--- src/rtl/rv32_pipe_pkg.sv ---
// Shared rv32 pipeline types and constants: NOP encoding, default reset vector
// and the fetch buffer entry.
package rv32_pipe_pkg;

    localparam logic [31:0] RV32_NOP          = 32'h0000_0013;
    localparam logic [31:0] RV32_RESET_VECTOR = 32'h0000_0000;

    typedef struct packed {
        logic [31:0] pc;
        logic [31:0] instr;
    } fetch_entry_t;

    function automatic logic [31:0] word_align(input logic [31:0] addr);
        return {addr[31:2], 2'b00};
    endfunction

endpackage

--- src/rtl/fetch_fifo.sv ---
// DEPTH-entry synchronous FIFO of fetch entries with flush; head is the
// registered oldest entry and is only meaningful while not empty.
module fetch_fifo
    import rv32_pipe_pkg::*;
#(
    parameter int DEPTH = 4
) (
    input  logic                     clk,
    input  logic                     rst_n,
    input  logic                     push,
    input  fetch_entry_t             push_data,
    input  logic                     pop,
    input  logic                     flush,
    output logic [$clog2(DEPTH):0]   count,
    output logic                     empty,
    output fetch_entry_t             head
);

    localparam int AW = $clog2(DEPTH);
    localparam int CW = AW + 1;
    localparam logic [CW-1:0] ONE = CW'(1);

    // Pointers carry one extra wrap bit so full and empty are distinguishable.
    fetch_entry_t  mem_q [DEPTH];
    fetch_entry_t  mem_d [DEPTH];
    logic [CW-1:0] wr_ptr_q, wr_ptr_d;
    logic [CW-1:0] rd_ptr_q, rd_ptr_d;

    always_comb begin
        mem_d    = mem_q;
        wr_ptr_d = wr_ptr_q;
        rd_ptr_d = rd_ptr_q;
        if (flush) begin
            wr_ptr_d = '0;
            rd_ptr_d = '0;
        end else begin
            if (push) begin
                mem_d[wr_ptr_q[AW-1:0]] = push_data;
                wr_ptr_d = wr_ptr_q + ONE;
            end
            if (pop) begin
                rd_ptr_d = rd_ptr_q + ONE;
            end
        end
    end

    always_ff @(posedge clk or negedge rst_n) begin
        if (!rst_n) begin
            wr_ptr_q <= '0;
            rd_ptr_q <= '0;
        end else begin
            wr_ptr_q <= wr_ptr_d;
            rd_ptr_q <= rd_ptr_d;
        end
    end

    always_ff @(posedge clk) begin
        mem_q <= mem_d;
    end

    assign count = wr_ptr_q - rd_ptr_q;
    assign empty = (wr_ptr_q == rd_ptr_q);
    assign head  = mem_q[rd_ptr_q[AW-1:0]];

endmodule

--- src/rtl/if_fetch_unit.sv ---
// rv32 instruction fetch: sequential PC generation, in-order response buffering,
// redirect flush. Define IFETCH_PERF_EN to add perf_fetch_cnt / perf_drop_cnt.
module if_fetch_unit
    import rv32_pipe_pkg::*;
#(
    parameter logic [31:0] RESET_PC = RV32_RESET_VECTOR,
    parameter int          DEPTH    = 4
) (
    input  logic        clk,
    input  logic        rst_n,
    output logic        imem_req_valid,
    input  logic        imem_req_ready,
    output logic [31:0] imem_req_addr,
    input  logic        imem_rsp_valid,
    input  logic [31:0] imem_rsp_data,
    input  logic        redirect_valid,
    input  logic [31:0] redirect_pc,
    output logic        id_valid,
    input  logic        id_ready,
    output logic [31:0] id_instruction,
    output logic [31:0] id_pc
`ifdef IFETCH_PERF_EN
    ,
    output logic [31:0] perf_fetch_cnt,
    output logic [31:0] perf_drop_cnt
`endif
);

    localparam int CW = $clog2(DEPTH) + 1;
    localparam logic [CW-1:0] ONE     = CW'(1);
    localparam logic [CW-1:0] DEPTH_C = CW'(DEPTH);

    logic [31:0]   fetch_pc_q, fetch_pc_d;
    logic [31:0]   rsp_pc_q, rsp_pc_d;
    logic [CW-1:0] inflight_q, inflight_d;
    logic [CW-1:0] drop_cnt_q, drop_cnt_d;

    logic [CW-1:0] fifo_count;
    logic          fifo_empty;
    fetch_entry_t  fifo_head;
    fetch_entry_t  push_data;
    logic          req_fire, pop, push, rsp_drop;
    logic [CW-1:0] rsp_dec;
    logic [31:0]   target;

    always_comb begin
        target         = word_align(redirect_pc);
        // Outstanding requests plus buffered words never exceed DEPTH, so every
        // response has a slot waiting; rst_n gates the request during reset.
        imem_req_valid = rst_n && !redirect_valid && ((inflight_q + fifo_count) < DEPTH_C);
        req_fire       = imem_req_valid && imem_req_ready;
        id_valid       = !fifo_empty && !redirect_valid;
        pop            = id_valid && id_ready;
        rsp_drop       = imem_rsp_valid && (redirect_valid || (drop_cnt_q != '0));
        push           = imem_rsp_valid && !rsp_drop;
        push_data      = '{pc: rsp_pc_q, instr: imem_rsp_data};
        rsp_dec        = imem_rsp_valid ? ONE : '0;

        fetch_pc_d = fetch_pc_q;
        rsp_pc_d   = rsp_pc_q;
        drop_cnt_d = drop_cnt_q;
        inflight_d = inflight_q + (req_fire ? ONE : '0) - rsp_dec;
        if (redirect_valid) begin
            fetch_pc_d = target;
            rsp_pc_d   = target;
            drop_cnt_d = inflight_q + drop_cnt_q - rsp_dec;
        end else begin
            if (req_fire)                             fetch_pc_d = fetch_pc_q + 32'd4;
            if (push)                                 rsp_pc_d   = rsp_pc_q + 32'd4;
            if (imem_rsp_valid && drop_cnt_q != '0)   drop_cnt_d = drop_cnt_q - ONE;
        end
    end

    always_ff @(posedge clk or negedge rst_n) begin
        if (!rst_n) begin
            fetch_pc_q <= word_align(RESET_PC);
            rsp_pc_q   <= word_align(RESET_PC);
            inflight_q <= '0;
            drop_cnt_q <= '0;
        end else begin
            fetch_pc_q <= fetch_pc_d;
            rsp_pc_q   <= rsp_pc_d;
            inflight_q <= inflight_d;
            drop_cnt_q <= drop_cnt_d;
        end
    end

    fetch_fifo #(.DEPTH(DEPTH)) u_fifo (
        .clk       (clk),
        .rst_n     (rst_n),
        .push      (push),
        .push_data (push_data),
        .pop       (pop),
        .flush     (redirect_valid),
        .count     (fifo_count),
        .empty     (fifo_empty),
        .head      (fifo_head)
    );

    // An empty buffer shows a NOP at the next response PC (RESET_PC out of reset).
    assign imem_req_addr  = fetch_pc_q;
    assign id_instruction = fifo_empty ? RV32_NOP : fifo_head.instr;
    assign id_pc          = fifo_empty ? rsp_pc_q : fifo_head.pc;

`ifdef IFETCH_PERF_EN
    logic [31:0] perf_fetch_q, perf_fetch_d;
    logic [31:0] perf_drop_q, perf_drop_d;

    always_comb begin
        perf_fetch_d = perf_fetch_q + {31'b0, pop};
        perf_drop_d  = perf_drop_q + {31'b0, rsp_drop}
                     + (redirect_valid ? 32'(fifo_count) : 32'd0);
    end

    always_ff @(posedge clk or negedge rst_n) begin
        if (!rst_n) begin
            perf_fetch_q <= '0;
            perf_drop_q  <= '0;
        end else begin
            perf_fetch_q <= perf_fetch_d;
            perf_drop_q  <= perf_drop_d;
        end
    end

    assign perf_fetch_cnt = perf_fetch_q;
    assign perf_drop_cnt  = perf_drop_q;
`endif

endmodule

--- config.mk ---
export PLATFORM = sky130hd
export DESIGN_NAME = if_fetch_unit
export DESIGN_NICKNAME = d
export VERILOG_FILES = /design/src/rtl/rv32_pipe_pkg.sv /design/src/rtl/fetch_fifo.sv /design/src/rtl/if_fetch_unit.sv
export SDC_FILE = /design/constraint.sdc
export NUM_CORES = 1
export LEC_CHECK = 0
export CAP_MARGIN = 0
export CORE_UTILIZATION = 40
export CTS_BUF_LIST = sky130_fd_sc_hd__clkbuf_8
export CTS_CLUSTER_DIAMETER = 60
export CTS_CLUSTER_SIZE = 28
export DETAILED_ROUTE_END_ITERATION = 10
export SETUP_SLACK_MARGIN = 0.5
export SYNTH_ARGS = -nofsm -noshare
export SYNTH_HDL_FRONTEND = slang
export SYNTH_SLANG_ARGS = --single-unit
--- constraint.sdc ---
create_clock -name clk -period 6.25 [get_ports clk]
set_input_delay 0.9375 -clock clk [delete_from_list [all_inputs] [get_ports clk]]
set_output_delay 0.9375 -clock clk [all_outputs]
set_load 0.01 [all_outputs]
## Word-level counts from Yosys, hierarchy flattened

Cells that the tools add are included.

- Bits in registers: 332
- Logic and storage cells: 72
- Input bits: 70
- Output and inout port bits: 98

- Order comparisons: 4
- Bitwise gates (word level): 3
- $add $sub $neg: 11
- Reduce and logical (&&, ||, !) cells: 19
- Equality and inequality tests: 1
- Multiplexer cells: 20

Operator list:

| operator | count |
|---|---|
| bitwise mux 256 bit | 1 |
| 2-to-1 mux 32 bit | 6 |
| 2-to-1 mux 64 bit | 3 |
| binary-select mux 64 bit (select 2 bit) | 1 |
| demux 64 bit (select 2 bit) | 1 |
| adder 32 x 3 -> 32 bit, second input constant | 2 |
| 2-to-1 mux 3 bit | 6 |
| logical AND 1 bit | 9 |
| nonzero test 2 bit | 4 |
| adder 3 x 1 -> 3 bit, second input constant | 2 |
| adder 3 bit | 2 |
| greater-or-equal comparator 3 bit, second input constant | 2 |
| NOT 2 -> 3 bit | 2 |
| subtractor 3 x 1 -> 3 bit | 2 |
| adder 3 x 1 -> 3 bit | 1 |
| equality test 3 bit | 1 |
| logical NOT 1 bit | 3 |
| < comparator 3 x 1 -> 1 bit, second input constant | 1 |
| < comparator 3 bit, second input constant | 1 |
| nonzero test 3 bit | 1 |
| subtractor 3 x 1 -> 3 bit, second input constant | 1 |
| subtractor 3 bit | 1 |
| 2-to-1 mux 1 bit | 2 |
| AND reduction 2 bit | 1 |
| other kinds (2) | 2 |

## Depth between registers and ports, before layout

- Depth after elaboration: 8
- Mapped depth: 17
- Depth with buffers taken out: 14

## Hierarchy

From an unflattened synthesis, not the netlist that was laid out.

- Cells, all modules: 868
- Area, all modules: 14174.8 µm²

Modules (own cells, without submodules):

| module | sequential area each (µm²) | times used | area an instance (µm²) | cells an instance |
|---|---|---|---|---|
| fetch_fifo | 7837.5 | 1 | 9691.8 | 379 |
| if_fetch_unit | 1651.6 | 1 | 4483.0 | 489 |

## Worst setup path before layout

Ideal clock, no wire load.

- Kind: input to register
- Start point: input redirect_valid
- End point: register u_fifo.mem_q[100] in the netlist's numbering (enable)
- Path slack: 2.524 ns
- Path buffers: 3
- Stages: 5
- Setup time: 0.427 ns
- Arrival time: 3.300 ns
- Required time: 5.823 ns
- Cells stage by stage: clkbuf_1 > inv_1 > clkbuf_1 > clkbuf_1 > and3_1

- Longest elaborated chain between the ends: 5
- Elaborated cells on any way between the ends: 6
- Those cells by class: bitwise: 1; reduce/logical: 5

Ends and longest elaborated chain:

| what | line | text |
|---|---|---|
| from (decl) | if_fetch_unit.sv:16 | `input logic redirect_valid,` |
| logical OR 1 bit | if_fetch_unit.sv:54 | `rsp_drop = imem_rsp_valid && (redirect_valid \|\| (drop_cnt_q != '0));` |
| logical AND 1 bit | if_fetch_unit.sv:54 |  |
| logical NOT 1 bit | if_fetch_unit.sv:55 | `push = imem_rsp_valid && !rsp_drop;` |
| logical AND 1 bit | if_fetch_unit.sv:55 |  |
| AND reduction 2 bit (no source line) * | n/a |  |
| to (signal assigned) | fetch_fifo.sv:58 | `mem_q <= mem_d;` |
| to (decl) | fetch_fifo.sv:24 | `fetch_entry_t mem_q [DEPTH];` |

Mark *: on every way between the ends. The rest lies on a longest branch, timed or not.
A chain may end at the register's enable or synchronous reset.

## Final worst setup path

- Start point: register u_fifo.rd_ptr_q[1]
- End point: output id_pc[28]

- Longest elaborated chain between the ends: 5
- Elaborated cells on any way between the ends: 6
- Those cells by class: eq/ne: 1; mux: 4; bitwise: 1

Ends and longest elaborated chain:

| what | line | text |
|---|---|---|
| from (decl) | fetch_fifo.sv:27 | `logic [CW-1:0] rd_ptr_q, rd_ptr_d;` |
| from (signal assigned) | fetch_fifo.sv:53 | `rd_ptr_q <= rd_ptr_d;` |
| NOT 2 -> 3 bit (implied by the code) | fetch_fifo.sv:63 | `assign head = mem_q[rd_ptr_q[AW-1:0]];` |
| binary-select mux 64 bit (select 2 bit) | fetch_fifo.sv:63 |  |
| 2-to-1 mux 64 bit (implied by the code) (2 in a row) | fetch_fifo.sv:63 |  |
| 2-to-1 mux 32 bit * | if_fetch_unit.sv:103 | `assign id_pc = fifo_empty ? rsp_pc_q : fifo_head.pc;` |
| to (decl) | if_fetch_unit.sv:21 | `output logic [31:0] id_pc` |

Mark *: on every way between the ends. The rest lies on a longest branch, timed or not. The select of a mux whose other input is x is not followed.

==> impl_metrics.toml <==
[status]
run_status = "finished, final reports clean"

[synthesis]
ys_seq_elements = 320
yosysWarnings = 0
syn-instance-count = 868
synth_edf_count = 248
seq_area_frac_synth_pct = 66.9
netlist-cell-type-count = 56
syn_area_mm2 = 0.0138
synth_fa_ha_area_share_pct = 1.88
ys.flop_type = "edfxtp_1"
synthMuxAreaShare_pct = 13.2
synthTopCellsByArea = "edfxtp_1 54%, dfrtp_1 13%, mux4_2 10%"
synth_largest_area_cell = "edfxtp_1"
synth_compound_gate_area_share_pct = 4.27
synth_top_family_by_area = "multiplexers"
avgSynthCellArea_um2 = 15.9
yosysTopAreaCellShare_pct = 53.8
postSynth.asyncResetShare_pct = 22.5
synthXorXnorAreaFrac_pct = 2.65
yosys.area_share.simple_pct = 8.93

[floorplanning]
row_count = 67
core_area_mm2 = 0.0338
pin_count = 168
die_w_um = 188
die_area_mm2 = 0.0353
start_util_pct = 40.9
die_y_um = 188

[setup_path]
crit_type = "flop to output port"
endpoint_kind = "output port"
r2r_cells = 13
r2r-start = "u_fifo.rd_ptr_q[1]$_DFFE_PN0P_"
r2r_slack_ns = 2.23
cp.required_ns = 5.31
critical_path.max_fanout = 65
arrival_ns = 3.67
worst_r2r_endpoint = "inflight_q[2]$_DFF_PN0_"
cp-start-kind = "flop"

[clocking]
cts.sinks = 320
cts_tree = "built"
cts_resized = 0
cts_buffers = 29
holdBufCountCts = 0
clk_latency_ns = 0.61
root_buffer = "clkbuf_8"
postCtsSetupRepairBufs = 0
htree_levels = 1
path_clk_slew_ns = 0.10
cts.path.max_buffers = 3

[hold_path]
hp-class = "flop to flop"
hold_start = "drop_cnt_q[2]$_DFFE_PN0P_"
hold_path_depth = 1
hold_end = "drop_cnt_q[2]$_DFFE_PN0P_"

[grt]
track_usage_pct = 17.5
grt_max_degree = 74
antenna_found_initial = 1
grt_pass1_wl_mm = 47.8
overflow = 0
grt_pass1_vias = 8308

[power]
p_comb_share_pct = 25.8
internal_power_w = 0.00375
clkPwrFrac_pct = 26.9
p_sw_w = 0.00168
pwr-share-seq_pct = 47.3
power_w = 0.00543
ir_worst_vdd_uv = 164
power.density_mw_per_mm2 = 325
p_leak_nw = 5.46
swShare_pct = 30.9

[drt]
antenna_left = 0
drt_iter0_drc = 462
wire_per_inst_um = 20.2
via_count = 8043
first_pass_iters = 5
wirelength_mm = 30.4
viasPerCell = 5.36
drcViolationCount = 0

[finish]
drive_gt1_share_pct = 17.1
syn_to_final_growth_pct = 20.6
num_antenna_cells = 0
fill_cells = 2852
nNetsFinal = 1118

[sta]
min_period_over_period_pct = 73.7
relSlewSlack_pct = 29.1
fin_skew_ns = 0.0295
setup_violations = 0
max_freq_mhz = 217
rsz0062_at_grt = "no"
timing.final.crit_period_ns = 4.61
final_max_slew_viol_count = 0
setup_tns_ns = 0
hold_violations = 0
setup_slack_ns = 1.64
tightestPinTransition_ns = 1.06

[placement]
gp_congestion = 0.788
dp.final_hpwl_mm = 18.4
io_buffer_count = 161
pre_cts_slack_ns = 2.04

[flow_run]
cap_violations = 0
## cell usage in the layout, fill, tap and decap left out, types with 23 or more instances in the layout
cell type	n
edfxtp_1	248
clkdlybuf4s50_1	160
dfrtp_1	70
mux4_2	62
nand2_1	45
nor2_1	36
mux2_2	33
and2_1	31
clkbuf_8	29
a21oi_1	26
xor2_1	25
inv_1	23
## through the flow
stage | hold slack (ns) | util [%] | instances | area, µm²
finish | 0.515 | 49.4 | 1500 | 16700
global route | 0.543 | 49.4 | 1500 | 16700
CTS | 0.516 | 49.4 | 1500 | 16700
detailed placement | 0.492 | 47.1 | 1446 | 15900
global placement | 0.496 | 47.1 | 1446 | 15900
floorplan | 0.468 | - | 871 | 13800
## cells by family after synthesis
family / count (synthesis)
flip-flops: 320
AND/OR/NAND/NOR: 222
multiplexers: 101
AO/OA/AOI/OAI: 94
buffers and inverters: 70
XOR/XNOR: 41
adder cells (fa/ha/maj): 19
other: 1
## state kept, by name (all words and copies together), names as in the netlist
register / flops
u_fifo.wr_ptr_q: 3
u_fifo.rd_ptr_q: 3
inflight_q: 3
u_fifo.mem_q: 248
imem_req_addr: 30
drop_cnt_q: 3
rsp_pc_q: 30
## power groups by stage
stage	registers (W)	logic [W]	clock network, W
after detailed placement	0.00262	0.00143	0
final	0.00257	0.00140	0.00146
after global routing	0.00259	0.00154	0.00158
after floorplan	0.00256	0.000867	0
after CTS	0.00257	0.00143	0.00150
after global placement	0.00261	0.00142	0
## cell type report
cell class	count	area, µm²	share of cell area, %
tap	448	561	3.36
multi-input combinational	481	4330	26.0
clock inverter	25	350	2.10
inverter	25	93.8	0.563
sequential	320	9250	55.5
timing repair buffer	172	1690	10.1
clock buffer	29	399	2.39
## metal layers
metal / wire length [µm] / global-route usage (%) / vias up
met2: 14600 / 29.1 / 201
met3: 1560 / 2.96 / 30
met1: 13800 / 24.3 / 4107
met5: 13 / 0 / -
met4: 379 / 3.16 / 2
li1: - / - / 3703
## worst max-delay path, cell delays in order (launching register included)
cell and delay, ns:
dfrtp_2 0.86, xnor2_1 0.27, nand3_4 0.71, mux2_2 0.58, clkdlybuf4s50_1 0.55
## cells in the mapped netlist, types with 5 or more instances
cell and instances:
buf_2 5, clkbuf_1 28, buf_1 6, o31ai_1 14, or4_1 16, a31oi_1 21
mux2_2 33, ha_1 16, nand2_1 45, nor2_1 36, inv_1 24, dfrtp_1 72
and3_1 10, and2_1 31, and4_1 6, nand4_1 21, nand3_1 22, xnor2_1 15
o21ai_0 15, xor2_1 25, or3_1 7, nor3_1 5, edfxtp_1 248, mux2i_1 6
a21oi_1 26, mux4_2 62
## worst max-delay path by stage
stage / startpoint / to / slack (ns) / cells after the start
2_1_floorplan: redirect_valid / u_fifo.mem_q[100]$_DFFE_PP_ / 2.52 / 5
3_3_place_gp: redirect_valid / imem_req_valid / 2.05 / 5
3_5_place_dp: redirect_valid / imem_req_valid / 2.04 / 5
4_1_cts: u_fifo.rd_ptr_q[1]$_DFFE_PN0P_ / id_pc[28] / 1.54 / 4
5_1_grt: u_fifo.rd_ptr_q[0]$_DFFE_PN0P_ / id_pc[28] / 1.38 / 4
6_report: u_fifo.rd_ptr_q[1]$_DFFE_PN0P_ / id_pc[28] / 1.64 / 4
No activity file was read; power rests on OpenSTA's default activity.
